### src/rtl/dfh_chain_walker.sv
// Walks a DFH linked list over a CSR read interface and records each feature ID and address.
// Optional ID search port enabled with `define DFH_CHAIN_WALKER_SEARCH_EN.
module dfh_chain_walker #(
  parameter int         ADDR_W         = 20,
  parameter int         MAX_FEATURES   = 8,
  parameter int         TIMEOUT_CYCLES = 256,
  parameter logic [2:0] BAR_ID         = 3'h0,
  localparam int        CNT_W          = $clog2(MAX_FEATURES + 1),
  localparam int        IDX_W          = (MAX_FEATURES > 1) ? $clog2(MAX_FEATURES) : 1
) (
  input  logic              clk,
  input  logic              rst_n,
  input  logic              start,
  input  logic [ADDR_W-1:0] start_addr,
  output logic              busy,
  output logic              done,
  output logic [1:0]        err_code,
  output logic [CNT_W-1:0]  feat_count,
  output logic              rd_req_valid,
  input  logic              rd_req_ready,
  output logic [ADDR_W-1:0] rd_req_addr,
  output logic [2:0]        rd_req_bar,
  input  logic              rd_rsp_valid,
  input  logic [63:0]       rd_rsp_data,
  input  logic [IDX_W-1:0]  tbl_idx,
  output logic [11:0]       tbl_id,
  output logic [ADDR_W-1:0] tbl_addr
`ifdef DFH_CHAIN_WALKER_SEARCH_EN
  ,
  input  logic [11:0]       search_id,
  output logic              search_hit,
  output logic [ADDR_W-1:0] search_addr
`endif
);

  localparam int TM_W  = (TIMEOUT_CYCLES > 2) ? $clog2(TIMEOUT_CYCLES) : 1;
  localparam int SUM_W = ADDR_W + 1;

  typedef enum logic [2:0] {
    S_IDLE, S_CHECK, S_REQ, S_WAIT, S_DECODE, S_DONE
  } state_e;

  state_e state_q, state_d;
  logic [1:0] term_code_d;

  logic [ADDR_W-1:0] cur_q;
  logic [TM_W-1:0]   timer_q;
  logic [CNT_W-1:0]  cnt_q;
  logic [1:0]        err_q;

  logic [11:0] rsp_id_q;
  logic [23:0] rsp_off_q;
  logic        rsp_eol_q;

  logic [11:0]       id_q   [MAX_FEATURES];
  logic [ADDR_W-1:0] addr_q [MAX_FEATURES];
  logic [11:0]       tbl_id_q;
  logic [ADDR_W-1:0] tbl_addr_q;

  logic             table_full;
  logic             timer_lim;
  logic             off_big;
  logic [SUM_W-1:0] sum;
  logic             unused_rsp;

  assign table_full = (cnt_q == CNT_W'(MAX_FEATURES));
  assign timer_lim  = (timer_q == TM_W'(TIMEOUT_CYCLES - 1));
  // Offsets wider than the address space can never land on a valid DFH.
  assign off_big    = ((rsp_off_q >> ADDR_W) != 24'd0);
  assign sum        = {1'b0, cur_q} + SUM_W'(rsp_off_q);
  assign unused_rsp = ^{rd_rsp_data[63:41], rd_rsp_data[15:12]};

  always_ff @(posedge clk) begin
    if (!rst_n) state_q <= S_IDLE;
    else        state_q <= state_d;
  end

  always_comb begin
    state_d     = state_q;
    term_code_d = 2'd0;
    case (state_q)
      S_IDLE:  if (start) state_d = S_CHECK;
      S_CHECK: begin
        if (cur_q[2:0] != 3'd0) begin
          state_d     = S_DONE;
          term_code_d = 2'd3;
        end else begin
          state_d = S_REQ;
        end
      end
      S_REQ:   if (rd_req_ready) state_d = S_WAIT;
      S_WAIT: begin
        // A response on the limit cycle still counts as valid.
        if (rd_rsp_valid) begin
          state_d = S_DECODE;
        end else if (timer_lim) begin
          state_d     = S_DONE;
          term_code_d = 2'd1;
        end
      end
      S_DECODE: begin
        if (table_full) begin
          state_d     = S_DONE;
          term_code_d = 2'd2;
        end else if (rsp_eol_q || (rsp_off_q == 24'd0)) begin
          state_d     = S_DONE;
          term_code_d = 2'd0;
        end else if (sum[ADDR_W] || off_big) begin
          state_d     = S_DONE;
          term_code_d = 2'd3;
        end else begin
          state_d = S_CHECK;
        end
      end
      S_DONE:  state_d = S_IDLE;
      default: state_d = S_IDLE;
    endcase
  end

  always_comb begin
    busy         = (state_q != S_IDLE);
    done         = (state_q == S_DONE);
    rd_req_valid = (state_q == S_REQ);
  end

  assign rd_req_addr = cur_q;
  assign rd_req_bar  = BAR_ID;
  assign err_code    = err_q;
  assign feat_count  = cnt_q;
  assign tbl_id      = tbl_id_q;
  assign tbl_addr    = tbl_addr_q;

  always_ff @(posedge clk) begin
    if (!rst_n) begin
      cur_q   <= '0;
      timer_q <= '0;
      cnt_q   <= '0;
      err_q   <= 2'd0;
    end else begin
      case (state_q)
        S_IDLE: begin
          if (start) begin
            cur_q <= start_addr;
            cnt_q <= '0;
            err_q <= 2'd0;
          end
        end
        S_REQ:  timer_q <= '0;
        S_WAIT: timer_q <= timer_q + 1'b1;
        S_DECODE: begin
          if (!table_full) cnt_q <= cnt_q + 1'b1;
          if (state_d == S_CHECK) cur_q <= sum[ADDR_W-1:0];
        end
        default: ;
      endcase
      if ((state_d == S_DONE) && (state_q != S_DONE)) err_q <= term_code_d;
    end
  end

  always_ff @(posedge clk) begin
    if ((state_q == S_WAIT) && rd_rsp_valid) begin
      rsp_id_q  <= rd_rsp_data[11:0];
      rsp_off_q <= rd_rsp_data[39:16];
      rsp_eol_q <= rd_rsp_data[40];
    end
  end

  always_ff @(posedge clk) begin
    if (!rst_n) begin
      for (int i = 0; i < MAX_FEATURES; i++) begin
        id_q[i]   <= 12'd0;
        addr_q[i] <= '0;
      end
    end else if ((state_q == S_DECODE) && !table_full) begin
      id_q[IDX_W'(cnt_q)]   <= rsp_id_q;
      addr_q[IDX_W'(cnt_q)] <= cur_q;
    end
  end

  // Entries beyond the current count read as zero even if stale data remains.
  always_ff @(posedge clk) begin
    if (!rst_n) begin
      tbl_id_q   <= 12'd0;
      tbl_addr_q <= '0;
    end else if (CNT_W'(tbl_idx) < cnt_q) begin
      tbl_id_q   <= id_q[tbl_idx];
      tbl_addr_q <= addr_q[tbl_idx];
    end else begin
      tbl_id_q   <= 12'd0;
      tbl_addr_q <= '0;
    end
  end

`ifdef DFH_CHAIN_WALKER_SEARCH_EN
  logic              hit_d, hit_q;
  logic [ADDR_W-1:0] saddr_d, saddr_q;

  // Scan downward so the lowest matching index is the one that sticks.
  always_comb begin
    hit_d   = 1'b0;
    saddr_d = '0;
    for (int i = MAX_FEATURES - 1; i >= 0; i--) begin
      if ((i < int'(cnt_q)) && (id_q[i] == search_id)) begin
        hit_d   = 1'b1;
        saddr_d = addr_q[i];
      end
    end
  end

  always_ff @(posedge clk) begin
    if (!rst_n) begin
      hit_q   <= 1'b0;
      saddr_q <= '0;
    end else begin
      hit_q   <= hit_d;
      saddr_q <= saddr_d;
    end
  end

  assign search_hit  = hit_q;
  assign search_addr = saddr_q;
`endif

endmodule

### config.mk
export PLATFORM = sky130hd
export DESIGN_NAME = dfh_chain_walker
export DESIGN_NICKNAME = d
export VERILOG_FILES = /design/src/rtl/dfh_chain_walker.sv
export SDC_FILE = /design/constraint.sdc
export NUM_CORES = 1
export LEC_CHECK = 0
export ABC_AREA = 1
export CELL_PAD_IN_SITES_DETAIL_PLACEMENT = 1
export CELL_PAD_IN_SITES_GLOBAL_PLACEMENT = 2
export CORE_UTILIZATION = 37
export CTS_CLUSTER_SIZE = 25
export DETAILED_ROUTE_END_ITERATION = 6
export PLACE_DENSITY = 0.89
export SYNTH_ARGS = -nofsm -noshare
export SYNTH_HDL_FRONTEND = slang
export SYNTH_SLANG_ARGS = --single-unit
export TNS_END_PERCENT = 5
### constraint.sdc
create_clock -name clk -period 3.19 [get_ports clk]
set_input_delay 0.4785 -clock clk [delete_from_list [all_inputs] [get_ports clk]]
set_output_delay 0.4785 -clock clk [all_outputs]
set_load 0.05 [all_outputs]
[Word-level counts from Yosys, hierarchy flattened]
Memories as Yosys holds them, arrays and structs flattened. A register that Yosys moved wholly into a read port is not among the register bits.
Cells that the tools add are included.
Word-level totals
  input bits: 92
  bits in registers: 74
  RAM bits: 256
  word-level logic and storage cells: 86
  memories: 2
  output and inout bits: 64
Cells by class
  magnitude comparators: 1
  add/subtract/negate cells: 3
  reduce and logical (&&, ||, !) cells: 23
  multiplexer cells: 36
  equality and inequality tests: 13
Memory list
  addr_q: words 8, width 20, read ports 1, clocked after memory_dff 1, wr ports 8, line 56  | logic [ADDR_W-1:0] addr_q [MAX_FEATURES];
  id_q: words 8, width 12, read ports 1, clocked after memory_dff 1, wr ports 8, line 55  | logic [11:0] id_q [MAX_FEATURES];
Operator list (count)
  20-bit two-way mux: 3
  20-bit one-hot mux with 2 select lines: 1
  3-bit two-way mux: 10
  24-bit logical NOT: 1
  24-bit nonzero test: 1
  20-bit by 21-bit adder with 21-bit output: 1
  20-bit OR reduction: 1
  8-bit one-hot mux with 2 select lines: 1
  3-bit one-hot mux with 5 select lines: 1
  2-bit two-way mux: 7
  12-bit two-way mux: 1
  12-bit OR reduction: 1
  3-bit equality test, second input constant: 3
  8-bit by 1-bit adder with 8-bit output, second input constant: 1
  8-bit equality test, second input constant: 1
  1-bit two-way mux: 8
  4-bit two-way mux: 2
  4-bit one-hot mux with 2 select lines: 1
  2-bit nonzero test: 4
  3-bit by 1-bit equality test with 1-bit output, second input constant: 2
  3-bit by 2-bit equality test with 1-bit output, second input constant: 2
  2-bit != test, second input constant: 3
  2-bit one-hot mux with 3 select lines: 1
  3-bit AND reduction: 2
  10 further kinds: 17

[Depth between registers and ports, before layout]
  word-level depth: 10
  gate-level depth with buffers: 16
  depth with buffers taken out: 15

[Least setup slack after synthesis]
OpenSTA, ideal clock, no wires.
  kind: register to register
  from: reg cnt_q[0], in the netlist feat_count[0]
  to: mem addr_q[6][0] (enable)
  data arrival time: 2.889 ns
  cell stages (with the launch flop): 13
  path slack: -0.088 ns
  period minus slack after synthesis: 3.278 ns
  path through: dfxtp_1 inv_1 ha_1 nand3_1 inv_1 nor2_2 inv_2 nor2_2 inv_2 nor2_8 nand3_2 buf_2 nand2_1
RTL lines
  start, declared: line 48  | logic [CNT_W-1:0] cnt_q;
  start signal, assigned: line 151  | if (!table_full) cnt_q <= cnt_q + 1'b1;
  end, declared: line 56

[Final worst setup path]
  from: reg state_q[1]
  to: out rd_req_valid
Between the ends
  cells in the longest elaborated chain, start to end: 1
Ends and longest elaborated chain
  start, declared: line 43  | state_e state_q, state_d;
  start signal, assigned: line 75  | else state_q <= state_d;
  3-bit by 2-bit equality test with 1-bit output: line 123  | rd_req_valid = (state_q == S_REQ);
  end, declared: line 19  | output logic rd_req_valid,
No other way between the ends.

==> results by stage <==
Status:
- The run finished with clean final reports.

Setup path:
- The critical path goes through inv_1 -> nor2_1 -> inv_1 -> nor2_1 -> clkdlybuf4s50_1.
- The required time reported for the critical path endpoint is 2.71 ns.
- Counting cells, the worst reg-to-reg path comes to 14.
- The sum of buffers and inverters on the critical path is 3.
- On the worst path, the slowest cell contributes a delay of 0.83 ns.
- The type of the worst setup path is reg2out.
- The largest fanout on the critical path is 5.
- The critical-path cell with the highest stage delay is sky130_fd_sc_hd__clkdlybuf4s50_1.
- The destination of the worst register-to-register timing path is rd_req_addr[15].
- The worst register-to-register path has a setup slack of 0.48 ns.
- The kind of capture point of the worst setup path is an output pin.
- The arrival time at the worst endpoint is 2.29 ns.
- The start point of the critical path is state_q[1].
- The gate family responsible for the most delay along the worst path is buffers and inverters.
- The worst setup path is launched from a flip-flop.
- In this run the critical register-to-register path is launched from rsp_off_q[0].

Floorplanning:
- Measured along the y axis, the die boundary spans 211.1 um.
- In this run the count of I/O pins placed on the die edge is 156.
- For this configuration, the core starts out at a cell density of 37.56%.
- The total area inside the core boundary comes to 43080 um^2.
- The placement row count is 76.
- Measured along the x axis, the die boundary spans 211.1 um.
- The die covers 44570 um^2.

Hold path:
- Counting instances, the worst hold path has a depth of 1.
- The worst hold path belongs to the class in2reg.
- The worst hold path begins at rd_rsp_data[1].
- The worst hold path terminates at rsp_id_q[1].

Placement:
- Input and output buffers added on the ports amount to 125.
- OpenSTA, run right after detailed placement, puts the worst setup slack at 0.4278 ns.
- Routability-driven placement finished with a final weighted congestion of 0.8445.
- After detailed placement, the total cell area comes to 18150 um^2.
- The HPWL reported at the end of detailed placement is 30820 um.

Timing:
- The minimum clock period is 2.764 ns.
- The worst clock skew on the final layout is 0.02438 ns.
- Once routing completed, OpenROAD measured the worst setup slack at 0.4255 ns.
- The transition at the pin with the smallest max-transition slack is 0.8558 ns.
- Hold is met by 0.4771 ns.
- The final critical path takes up 86.66% of the cycle.
- The number of pins with negative max-slew slack in the final report is 0.
- Setup repair after global routing left no endpoint under its margin.
- Headroom to the max-slew limit came out at 42.94%.
- Setup violations remaining at the end of the flow were counted as 0.
- The total count of hold-check failures in the final report is 0.
- Based on the critical path, the design can be clocked at up to 361.7 MHz.

Layout:
- The antenna cell count is 0.
- The proportion of layout cells with a drive suffix above 1 is 7.170%.
- In the final layout, the multi-input gates occupy 5290 um^2.
- The final layout net count is 1913.
- The sequential cell area in the final layout is 10180 um^2.
- Summing all non-filler instances in the final layout gives an area of 19450 um^2.
- From synthesis to final layout, the design area changed by 20.19%.
- In the layout the commonest cells are 546 x sky130_fd_sc_hd__nor2_1, 293 x sky130_fd_sc_hd__edfxtp_1, 226 x sky130_fd_sc_hd__nand2_1, 123 x sky130_fd_sc_hd__clkdlybuf4s50_1, 91 x sky130_fd_sc_hd__o21ai_0.
- Fill cells in the final layout number 4828.
- Leaving out fill and tap cells, the most frequent cell in the layout is sky130_fd_sc_hd__nor2_1.

Routing:
- The count of nets left with antenna violations once routing finished came out at 0.
- The final layout contains routed wiring with a total length of 48190 um.
- For this run, design rule violations remaining after detail routing come to 0.
- The post-detailed-route via-to-cell ratio is 5.177.
- The first routing iteration left 727 violations.
- Dividing the detail-routed wire length by the instance count gives 19.98 um.
- The number of iterations in the first detailed-routing pass is 5.
- The total number of vias is 12490.

Clocking:
- The root cell of the clock tree is sky130_fd_sc_hd__clkbuf_16.
- The cts-stage hold buffer count is 0.
- The H-tree generated during clock tree synthesis spans 2 levels.
- The insertion delay to the later sink of the worst-skew pair is 0.56 ns.
- TritonCTS built the clock tree.
- The number of resized instances in the post-cts repair step is 0.
- The post-CTS repair timing setup buffer count is 0.
- The longest clock path from root to sink contains 3 buffers.
- The clock slew at the register clock pins of the worst setup and hold paths is 0.06 ns.
- In this run, CTS created clock tree buffers numbering 40.
- Clock tree synthesis found a total of 362 sinks.

Global route:
- In the global route stage, overall resource usage came out at 22.02%.
- The first-pass GRT wire length is 75000 um.
- The via count of the first global-routing pass is 13310.
- The number of antenna violations at the first check in global routing came to 1.
- The total overflow reported by the global router is 0.
- Entering global routing, the biggest net connects 129 pins.

Synthesis:
- The share of the Yosys chip area taken by registers is 62.91%.
- Synthesis inferred 362 register bits.
- Counting every instance in the synthesized netlist gives 1673.
- For this run, the number of Yosys warnings is 0.
- Summing every instance area after synthesis gives 16180 um^2.
- Each instance of the synthesized netlist takes up on average 9.672 um^2.
- Yosys mapped the design onto 42 distinct sky130hd cell types.

Power and ir drop:
- VDD sags by at most 0.5103 mV.
- The analysis attributes to cell leakage a power of 0.007371 uW.
- Power spread over the standard cell area amounts to 730.6 nW/um^2.

Job:
- Max-cap violations in this run came to 0.
[cell type report]
| type | count | area share, % |
|---|---|---|
| multi-input cells | 1132 | 27.20 |
| repair buffers | 169 | 8.300 |
| inverters | 90 | 1.744 |
| clock inverters | 15 | 0.9265 |
| clock buffers | 59 | 5.720 |
| flip-flops and latches | 362 | 52.35 |
| well taps | 585 | 3.764 |
[cells in the mapped netlist, drive strengths merged]
| cell type | number | share of area (%) |
|---|---|---|
| nor3b | 1 | 0.046 |
| clkbuf | 51 | 1.2 |
| xor2 | 2 | 0.11 |
| nand3 | 49 | 1.6 |
| nor3 | 5 | 0.15 |
| dfxtp | 69 | 8.5 |
| nand4 | 9 | 0.35 |
| and3 | 1 | 0.039 |
| nand3b | 1 | 0.046 |
| a21oi | 72 | 2.2 |
| ha | 25 | 1.9 |
| fa | 1 | 0.12 |
| nand2 | 234 | 5.5 |
| clkinv | 14 | 0.32 |
| mux2i | 2 | 0.12 |
| o21a | 2 | 0.093 |
| nor2 | 552 | 13 |
| a211oi | 2 | 0.093 |
| o32ai | 64 | 3.5 |
| a22oi | 1 | 0.046 |
| buf | 40 | 1.3 |
| inv | 76 | 1.8 |
| and2 | 2 | 0.077 |
| conb | 1 | 0.023 |
| xnor2 | 3 | 0.16 |
| or2 | 5 | 0.19 |
| o211ai | 1 | 0.046 |
| nor4 | 1 | 0.039 |
| edfxtp | 293 | 54 |
| o21bai | 1 | 0.046 |
| a221oi | 1 | 0.054 |
| o21ai | 92 | 2.8 |
[routing by layer]
metal  part of all wire (%)  GRT usage, %  routed length [um]  vias to the layer above
li1                       -             -                   -                     5906
met1                     43         27.72               20600                     6192
met2                     50         38.27               23870                      300
met3                    5.1         3.687                2449                       88
met4                    2.6         7.321                1258                        2
met5                  0.029             0                  14                        -
[power by group]
part           switching [uW]  internal [uW]  total (uW)
sequential                287           5460        5750
combinational            2760           1130        3900
clock                    1880           2680        4560
[registers in the layout, summed over array words and instances (netlist names)]
register	cells
tbl_id	12
tbl_addr	20
rsp_id_q	12
err_code	2
timer_q	8
id_q	96
addr_q	160
rd_req_addr	20
feat_count	4
rsp_eol_q	1
rsp_off_q	24
state_q	3
[worst max-delay path by stage]
stage	to	slack, ns	cells after the start
detailed placement	rd_req_addr[15]	0.43	14
CTS	rd_req_valid	0.39	4
finish	rd_req_valid	0.43	5
floorplan	addr_q[1][0]	-0.04	12
global placement	rd_req_addr[16]	0.50	14
global route	rd_req_addr[16]	0.23	14
[per-stage QoR]
stage	utilization (%)	power [uW]	std cells	TNS, ns
floorplan	-	8357	1675	-5.997
global placement	42.15	9636	2338	0
detailed placement	42.15	9728	2338	0
CTS	45.15	14300	2412	0
global route	45.15	14860	2412	0
finish	45.15	14210	2412	0
[cells by family (layout without fill, tap and decap cells)]
| family | count (synthesis) | after routing | share of synthesized area (%) |
|---|---|---|---|
| simple gates | 860 | 860 | 21.17 |
| flops | 362 | 362 | 62.91 |
| compound gates | 236 | 236 | 8.916 |
| buf+inv | 181 | 333 | 4.524 |
| fa+ha+maj | 26 | 26 | 2.057 |
| xor+xnor | 5 | 5 | 0.2707 |
| mux | 2 | 2 | 0.1237 |
| other cells | 1 | 3 | 0.02318 |
No activity file was read; power rests on OpenSTA's default activity.
